### config.mk
export PLATFORM = sky130hd
export DESIGN_NAME = rv4028_bus_arbiter
export DESIGN_NICKNAME = d
export VERILOG_FILES = /design/src/rtl/rv4028_bus_arbiter.sv
export SDC_FILE = /design/constraint.sdc
export NUM_CORES = 1
export LEC_CHECK = 0
export CAP_MARGIN = 20
export CORE_ASPECT_RATIO = 1.5
export CORE_UTILIZATION = 34
export CTS_CLUSTER_DIAMETER = 30
export DETAILED_ROUTE_END_ITERATION = 16
export PLACE_DENSITY = 0.8
export REMOVE_ABC_BUFFERS = 1
export SYNTH_ARGS = -nofsm -noshare
export SYNTH_HDL_FRONTEND = slang
export SYNTH_SLANG_ARGS = --single-unit
### constraint.sdc
create_clock -name clk -period 1.9 [get_ports clk]
set_clock_uncertainty 0.05 [all_clocks]
set_input_delay 0.19 -clock clk [delete_from_list [all_inputs] [get_ports clk]]
set_output_delay 0.19 -clock clk [all_outputs]
set_load 0.02 [all_outputs]
### src/rtl/rv4028_bus_arbiter.sv
// rv4028_bus_arbiter: two-master round-robin arbiter and strobe sequencer for the RV4028 16-bit bus,
// with a lock that keeps the grant across back-to-back halfwords.
module rv4028_bus_arbiter #(
  parameter int ADDR_W = 32
) (
  input  logic              clk,
  input  logic              rst,
  input  logic              m0_req,
  input  logic              m0_lock,
  input  logic              m0_we,
  input  logic [ADDR_W-1:0] m0_addr,
  input  logic [1:0]        m0_msk_n,
  input  logic [15:0]       m0_wdata,
  output logic              m0_ack,
  input  logic              m1_req,
  input  logic              m1_lock,
  input  logic              m1_we,
  input  logic [ADDR_W-1:0] m1_addr,
  input  logic [1:0]        m1_msk_n,
  input  logic [15:0]       m1_wdata,
  output logic              m1_ack,
  output logic [15:0]       rdata,
  output logic              owner,
  output logic [ADDR_W-1:0] addr,
  output logic              rd_n,
  output logic              wr_n,
  output logic [1:0]        msk_n,
  output logic              mreq_n,
  output logic              iorq_n,
  input  logic              wait_n,
  input  logic [15:0]       data_in,
  output logic [15:0]       data_out,
  output logic              data_oe
);
  localparam logic [1:0] IDLE = 2'd0, ACCESS = 2'd1, ACK = 2'd2;
  logic [1:0] state_q, state_d;
  logic last_owner_q, last_owner_d, locked_q, locked_d, owner_q, owner_d, we_q, we_d;
  logic m0_ack_q, m0_ack_d, m1_ack_q, m1_ack_d;
  logic [15:0] rdata_q, rdata_d, wdata_q, wdata_d;
  logic [ADDR_W-1:0] addr_q, addr_d;
  logic [1:0] msk_q, msk_d;
  logic grant_v, grant, active;
  always_comb begin
    grant_v = locked_q ? (owner_q ? m1_req : m0_req) : (m0_req | m1_req);
    grant = locked_q ? owner_q : (m0_req & m1_req) ? ~last_owner_q : m1_req;
    state_d = state_q;
    last_owner_d = last_owner_q;
    locked_d = locked_q;
    owner_d = owner_q;
    we_d = we_q;
    rdata_d = rdata_q;
    wdata_d = wdata_q;
    addr_d = addr_q;
    msk_d = msk_q;
    m0_ack_d = 1'b0;
    m1_ack_d = 1'b0;
    if (state_q == IDLE) begin
      if (grant_v) begin
        owner_d = grant;
        addr_d = (grant ? m1_addr : m0_addr) & ~ADDR_W'(1);
        we_d = grant ? m1_we : m0_we;
        msk_d = grant ? m1_msk_n : m0_msk_n;
        wdata_d = grant ? m1_wdata : m0_wdata;
        state_d = ACCESS;
      end else if (locked_q) begin
        locked_d = 1'b0;
      end
    end else if (state_q == ACCESS) begin
      if (wait_n) begin
        rdata_d = we_q ? rdata_q : data_in;
        m0_ack_d = ~owner_q;
        m1_ack_d = owner_q;
        last_owner_d = owner_q;
        locked_d = owner_q ? m1_lock : m0_lock;
        state_d = ACK;
      end
    end else begin
      state_d = IDLE;
    end
  end
  always_ff @(posedge clk or posedge rst) begin
    if (rst) begin
      state_q <= IDLE;
      last_owner_q <= 1'b1;
      locked_q <= 1'b0;
      owner_q <= 1'b0;
      we_q <= 1'b0;
      m0_ack_q <= 1'b0;
      m1_ack_q <= 1'b0;
      rdata_q <= '0;
      wdata_q <= '0;
      addr_q <= '0;
      msk_q <= 2'b11;
    end else begin
      state_q <= state_d;
      last_owner_q <= last_owner_d;
      locked_q <= locked_d;
      owner_q <= owner_d;
      we_q <= we_d;
      m0_ack_q <= m0_ack_d;
      m1_ack_q <= m1_ack_d;
      rdata_q <= rdata_d;
      wdata_q <= wdata_d;
      addr_q <= addr_d;
      msk_q <= msk_d;
    end
  end
  // Strobes decode from state only, so reset drops them asynchronously.
  assign active = state_q == ACCESS;
  assign mreq_n = ~active;
  assign rd_n = ~(active & ~we_q);
  assign wr_n = ~(active & we_q);
  assign data_oe = active & we_q;
  assign iorq_n = ~(active & addr_q[ADDR_W-1]);
  assign msk_n = msk_q;
  assign data_out = wdata_q;
  assign addr = addr_q;
  assign owner = owner_q;
  assign rdata = rdata_q;
  assign m0_ack = m0_ack_q;
  assign m1_ack = m1_ack_q;
endmodule

Word-level counts from Yosys, hierarchy flattened --
Cells that the tools add are included.
Word-level totals: bits in registers 73, bits in latches 0, memory bits (writable) 0, memory bits (read-only) 0, input port bits 125, word-level logic and storage cells 59, memories 0
Operators by class: $add $sub $neg 0, multipliers 0, div/mod/pow operators 0, $lt $le $gt $ge 0, equality and inequality tests 4, shift-type cells 0, muxes and demuxes 23, bitwise gates (word level) 13, reductions and logical operators 8
Operator list (number):
- two-way mux 32 bit | 1
- two-way mux 1 bit | 16
- two-way mux 16 bit | 1
- two-way mux 2 bit | 5
- inverter 1 bit | 8
- AND reduction 3 bit | 2
- bitwise AND 1 bit | 4
- != test 2 bit (second input constant) | 2
- AND reduction 2 bit | 2
- AND reduction 4 bit | 1
- nonzero test 2 bit | 2
- != test 3 x 2 -> 1 bit (second input constant) | 1
- == test 2 x 1 -> 1 bit (second input constant) | 1
- zero test 2 bit | 1
- bitwise OR 1 bit | 1

Logic depth before layout (Yosys ltp) --
word-level depth 4, depth in mapped cells 5, mapped depth without buffers 5

Worst setup path after synthesis --
No wires, ideal clock.
kind flip-flop to flip-flop, start point reg state_q[1], end point reg rdata_q[0], in the netlist rdata[0], setup time 0.125 ns, data arrival time 1.701 ns, setup slack 0.024 ns, cell stages (with the launch flop) 6, buffers on the path 1, clock period less this slack 1.876 ns, cells stage by stage dfrtp_1 -> and2b_1 -> nand2b_1 -> nor2_2 -> buf_4 -> mux2_2
On the way: longest elaborated chain between the ends 3
Ends and longest elaborated chain:
- start, declared | line 36 | logic [1:0] state_q, state_d;
- start signal, assigned | line 95 | state_q <= state_d;
- zero test 2 bit | line 57 | if (state_q == IDLE) begin
- inverter 1 bit (no source line)
- AND reduction 4 bit (no source line) (*)
- end signal, assigned | line 102 | rdata_q <= rdata_d;
- end, declared | line 39 | logic [15:0] rdata_q, rdata_d, wdata_q, wdata_d;
Mark *: on every way between the ends. The rest lies on a longest branch, timed or not. A chain may end at the register's enable or synchronous reset.

Worst setup path in the final report --
start point reg last_owner_q, end point reg wdata_q[15], in the netlist data_out[15]
On the way: longest elaborated chain between the ends 4
Ends and longest elaborated chain:
- start, declared | line 37 | logic last_owner_q, last_owner_d, locked_q, locked_d, owner_q, owner_d, we_q, we_d;
- start signal, assigned | line 96 | last_owner_q <= last_owner_d;
- inverter 1 bit | line 45 | grant = locked_q ? owner_q : (m0_req & m1_req) ? ~last_owner_q : m1_req;
- two-way mux 1 bit (2 in a row) | line 45
- two-way mux 16 bit | line 63 | wdata_d = grant ? m1_wdata : m0_wdata;
- end signal, assigned | line 103 | wdata_q <= wdata_d;
- end, declared | line 39
Every way passes these cells.

==> flow_summary.ini <==
[worst_setup_path]
critPathBufInv = 2
crit_cells = 6
timing.rr.start = last_owner_q$_DFFE_PP1P_
r2r_cells = 6
endpoint = data_out[15]$_DFFE_PP0P_
max_stage_delay_ns = 0.54
crit_start = last_owner_q$_DFFE_PP1P_
r2r-end = data_out[15]$_DFFE_PP0P_
end_kind = flop
crit_required_ns = 2.06
worst_ep_arrival_time_ns = 2.05
cpMostUsedCell = mux2_2
critical_path_class = flop to flop
path_cells = a21boi_2, mux2i_4, buf_6, buf_12, mux2_2, mux2_2
reg2reg_setup_slack_ns = 0.01
worst_setup_path_start_kind = flop
crit_slowest_cell = dfstp_2
crit_fanout = 13
crit_family = multiplexers

[synthesis]
syn_area_sq_um = 3400
synthDistinctLibCells = 23
syn_avg_cell_area_sq_um = 14.7
netlist_instances = 231
ys_ff_latch = 73
ys_warn_count = 0
ys_seq_area_share_pct = 53.8

[die]
rows = 44
fp.dieH_um = 125
core_region_area_sq_um = 9690
fp.dieArea_sq_um = 10400
start_util_pct = 35.1
ios = 199
die_x_um = 83.7

[sta]
rsz0062_at_grt = yes
setup_violations = 0
tns_ns = 0
hold_viol_final = 0
fin_crit_ns = 1.89
min_period_over_period_pct = 99.3
maxSlewViolCount = 0
fmax_mhz = 530
worst_slack_ns = 0.0133

[layout]
areaGrowthSynthToFinish_pct = 79.1
diodes = 0
finalNonFillerCells = 562
nets = 567
fin_area_sq_um = 6090
post-route-util_pct = 62.9
fillCellCount = 757
drive_gt1_share_pct = 35.3

[placed_design]
gp_congestion = 0.745
place_hpwl_um = 6570
pre_cts_ws_ns = -0.276
placed_area_sq_um = 5550
dp_cells = 538
portBuffers = 195

[global_route]
grt_pass1_wl_um = 14800
grt.overflow.total = 0
grt_max_degree = 40
antenna_found_initial = 0
grtUsageTotal_pct = 18.1
grt_pass1_vias = 3097

[detailed_routing]
dr_wl_met3_um = 753
wl_met1_um = 3210
met2_length_um = 5120
drc = 0
vias = 2708
dr.pass1.iters = 4
wl_per_cell_um = 16.4
topRoutingLayerUsed = met4
drtIter0Drc = 28
vias_per_cell = 4.82
wirelength_um = 9230
drtAntennaViolNets = 0

[clock_tree]
clkLatencyLatePin_ns = 0.33
cts_max_path_buffers = 2
clkSlewWorstSetupHoldPaths_ns = 0.06
cts.htree.levels = 3
cts_tree = built
cts-root-buf = clkbuf_16
cts_sinks = 73
cts_buffers = 9

[power_and_ir_drop]
p_leak_nw = 2.52
vdd_drop_max_uv = 948
powerDensity_nw_per_um2 = 1760

[run]
maxCapViolCount = 0

[status]
status = finished, final reports clean

[worst_hold_path]
hold_path.class = primary input to asynchronous set/reset pin
==> metrics by stage <==
step,hold WS (ns),power [mW]
detailed placement,0.445,8.24
CTS,0.254,10.6
finish,0.247,10.7
floorplan,0.292,5.72
global placement,0.439,8.11
global route,0.289,11.3
==> cells in the final DEF (no fill, tap or decap), types with 2 or more instances in the layout <==
master,n
clkdlybuf4s50_1,190
buf_4,5
nand2b_1,2
dlygate4sd2_1,5
bufinv_16,4
mux2_2,114
nand2_1,5
clkbuf_8,2
nor2_1,2
buf_6,3
buf_12,5
inv_1,4
dfstp_2,3
dfrtp_1,70
buf_16,2
clkbuf_16,11
mux2_4,2
a21o_1,2
==> cells by family (layout without fill, tap and decap cells) <==
family | count (synthesis) | in the layout | share of synthesized area (%)
and+or+nand+nor | 15 | 15 | 2.76
muxes | 118 | 118 | 39.0
AOI/OAI and AO/OA | 7 | 7 | 1.51
buffers and inverters | 17 | 233 | 2.83
DFF | 73 | 73 | 53.8
other | 1 | 1 | 0.110
==> worst min-delay path, cell delays in order <==
cell and delay (ns):
clkdlybuf4s50_1 0.42, inv_2 0.06, buf_4 0.37
==> repair_timing <==
item / 4_1_cts / 5_1_grt
setup endpoints to repair: 55 / 49
setup buffers: 2 / 1
cloned: 2 / 3
hold buffers: 0 / 0
gates resized for setup: 14 / 3
==> routing by layer <==
metal  track usage, %  vias to the layer above
met5                0                        -
met4             7.48                        0
met3             5.77                       13
met2             33.4                      132
met1             18.3                     1316
li1                 -                     1247
==> worst min path at each step <==
| stage | from | end | slack [ns] |
|---|---|---|---|
| after global placement | addr[6]$_DFFE_PP0P_ | addr[6]$_DFFE_PP0P_ | 0.44 |
| after global routing | rst | addr[27]$_DFFE_PP0P_ | 0.29 |
| after CTS | rst | addr[27]$_DFFE_PP0P_ | 0.25 |
| after detailed placement | addr[5]$_DFFE_PP0P_ | addr[5]$_DFFE_PP0P_ | 0.44 |
| after floorplan | data_in[0] | rdata[0]$_DFFE_PP0P_ | 0.29 |
| final | rst | rdata[11]$_DFFE_PP0P_ | 0.25 |
==> sequential cells by signal (all words and copies together) (netlist names), named ones only <==
name	count
addr	31
data_out	16
rdata	16
msk_n	2
state_q	2
last_owner_q	1
locked_q	1
m0_ack	1
m1_ack	1
we_q	1
==> synth_stat cells, drive strengths merged <==
library cell,n,area (sq um)
dfstp,3,78.8
and3,1,6.26
and3b,1,8.76
a21o,2,15.0
nand2,5,18.8
a21oi,1,5.00
o211a,1,10.0
mux2,116,1310
nor2,3,13.8
nand2b,2,12.5
conb,1,3.75
inv,5,18.8
a21boi,1,7.51
nor4,1,21.3
a22o,1,8.76
nor3,1,5.00
o21ai,1,5.00
dfrtp,70,1750
buf,12,77.6
mux2i,2,20.0
and2b,1,7.51
==> final cells by class <==
cell class / instances / area (sq um) / area share [%]
clock buffer: 11 / 253 / 4.15
clock inverter: 5 / 125 / 2.05
inverter: 5 / 18.8 / 0.308
multi-input combinational: 141 / 1500 / 24.6
sequential: 73 / 1830 / 30.0
tap: 115 / 144 / 2.36
timing repair buffer: 212 / 2220 / 36.5
==> power by group <==
part           internal, mW  switching [mW]  total (mW)
sequential             2.38           0.434        2.81
combinational          3.34            2.45        5.79
clock                  1.48           0.612        2.10
total                  7.20            3.49        10.7
(Power assumes the default switching activity.)
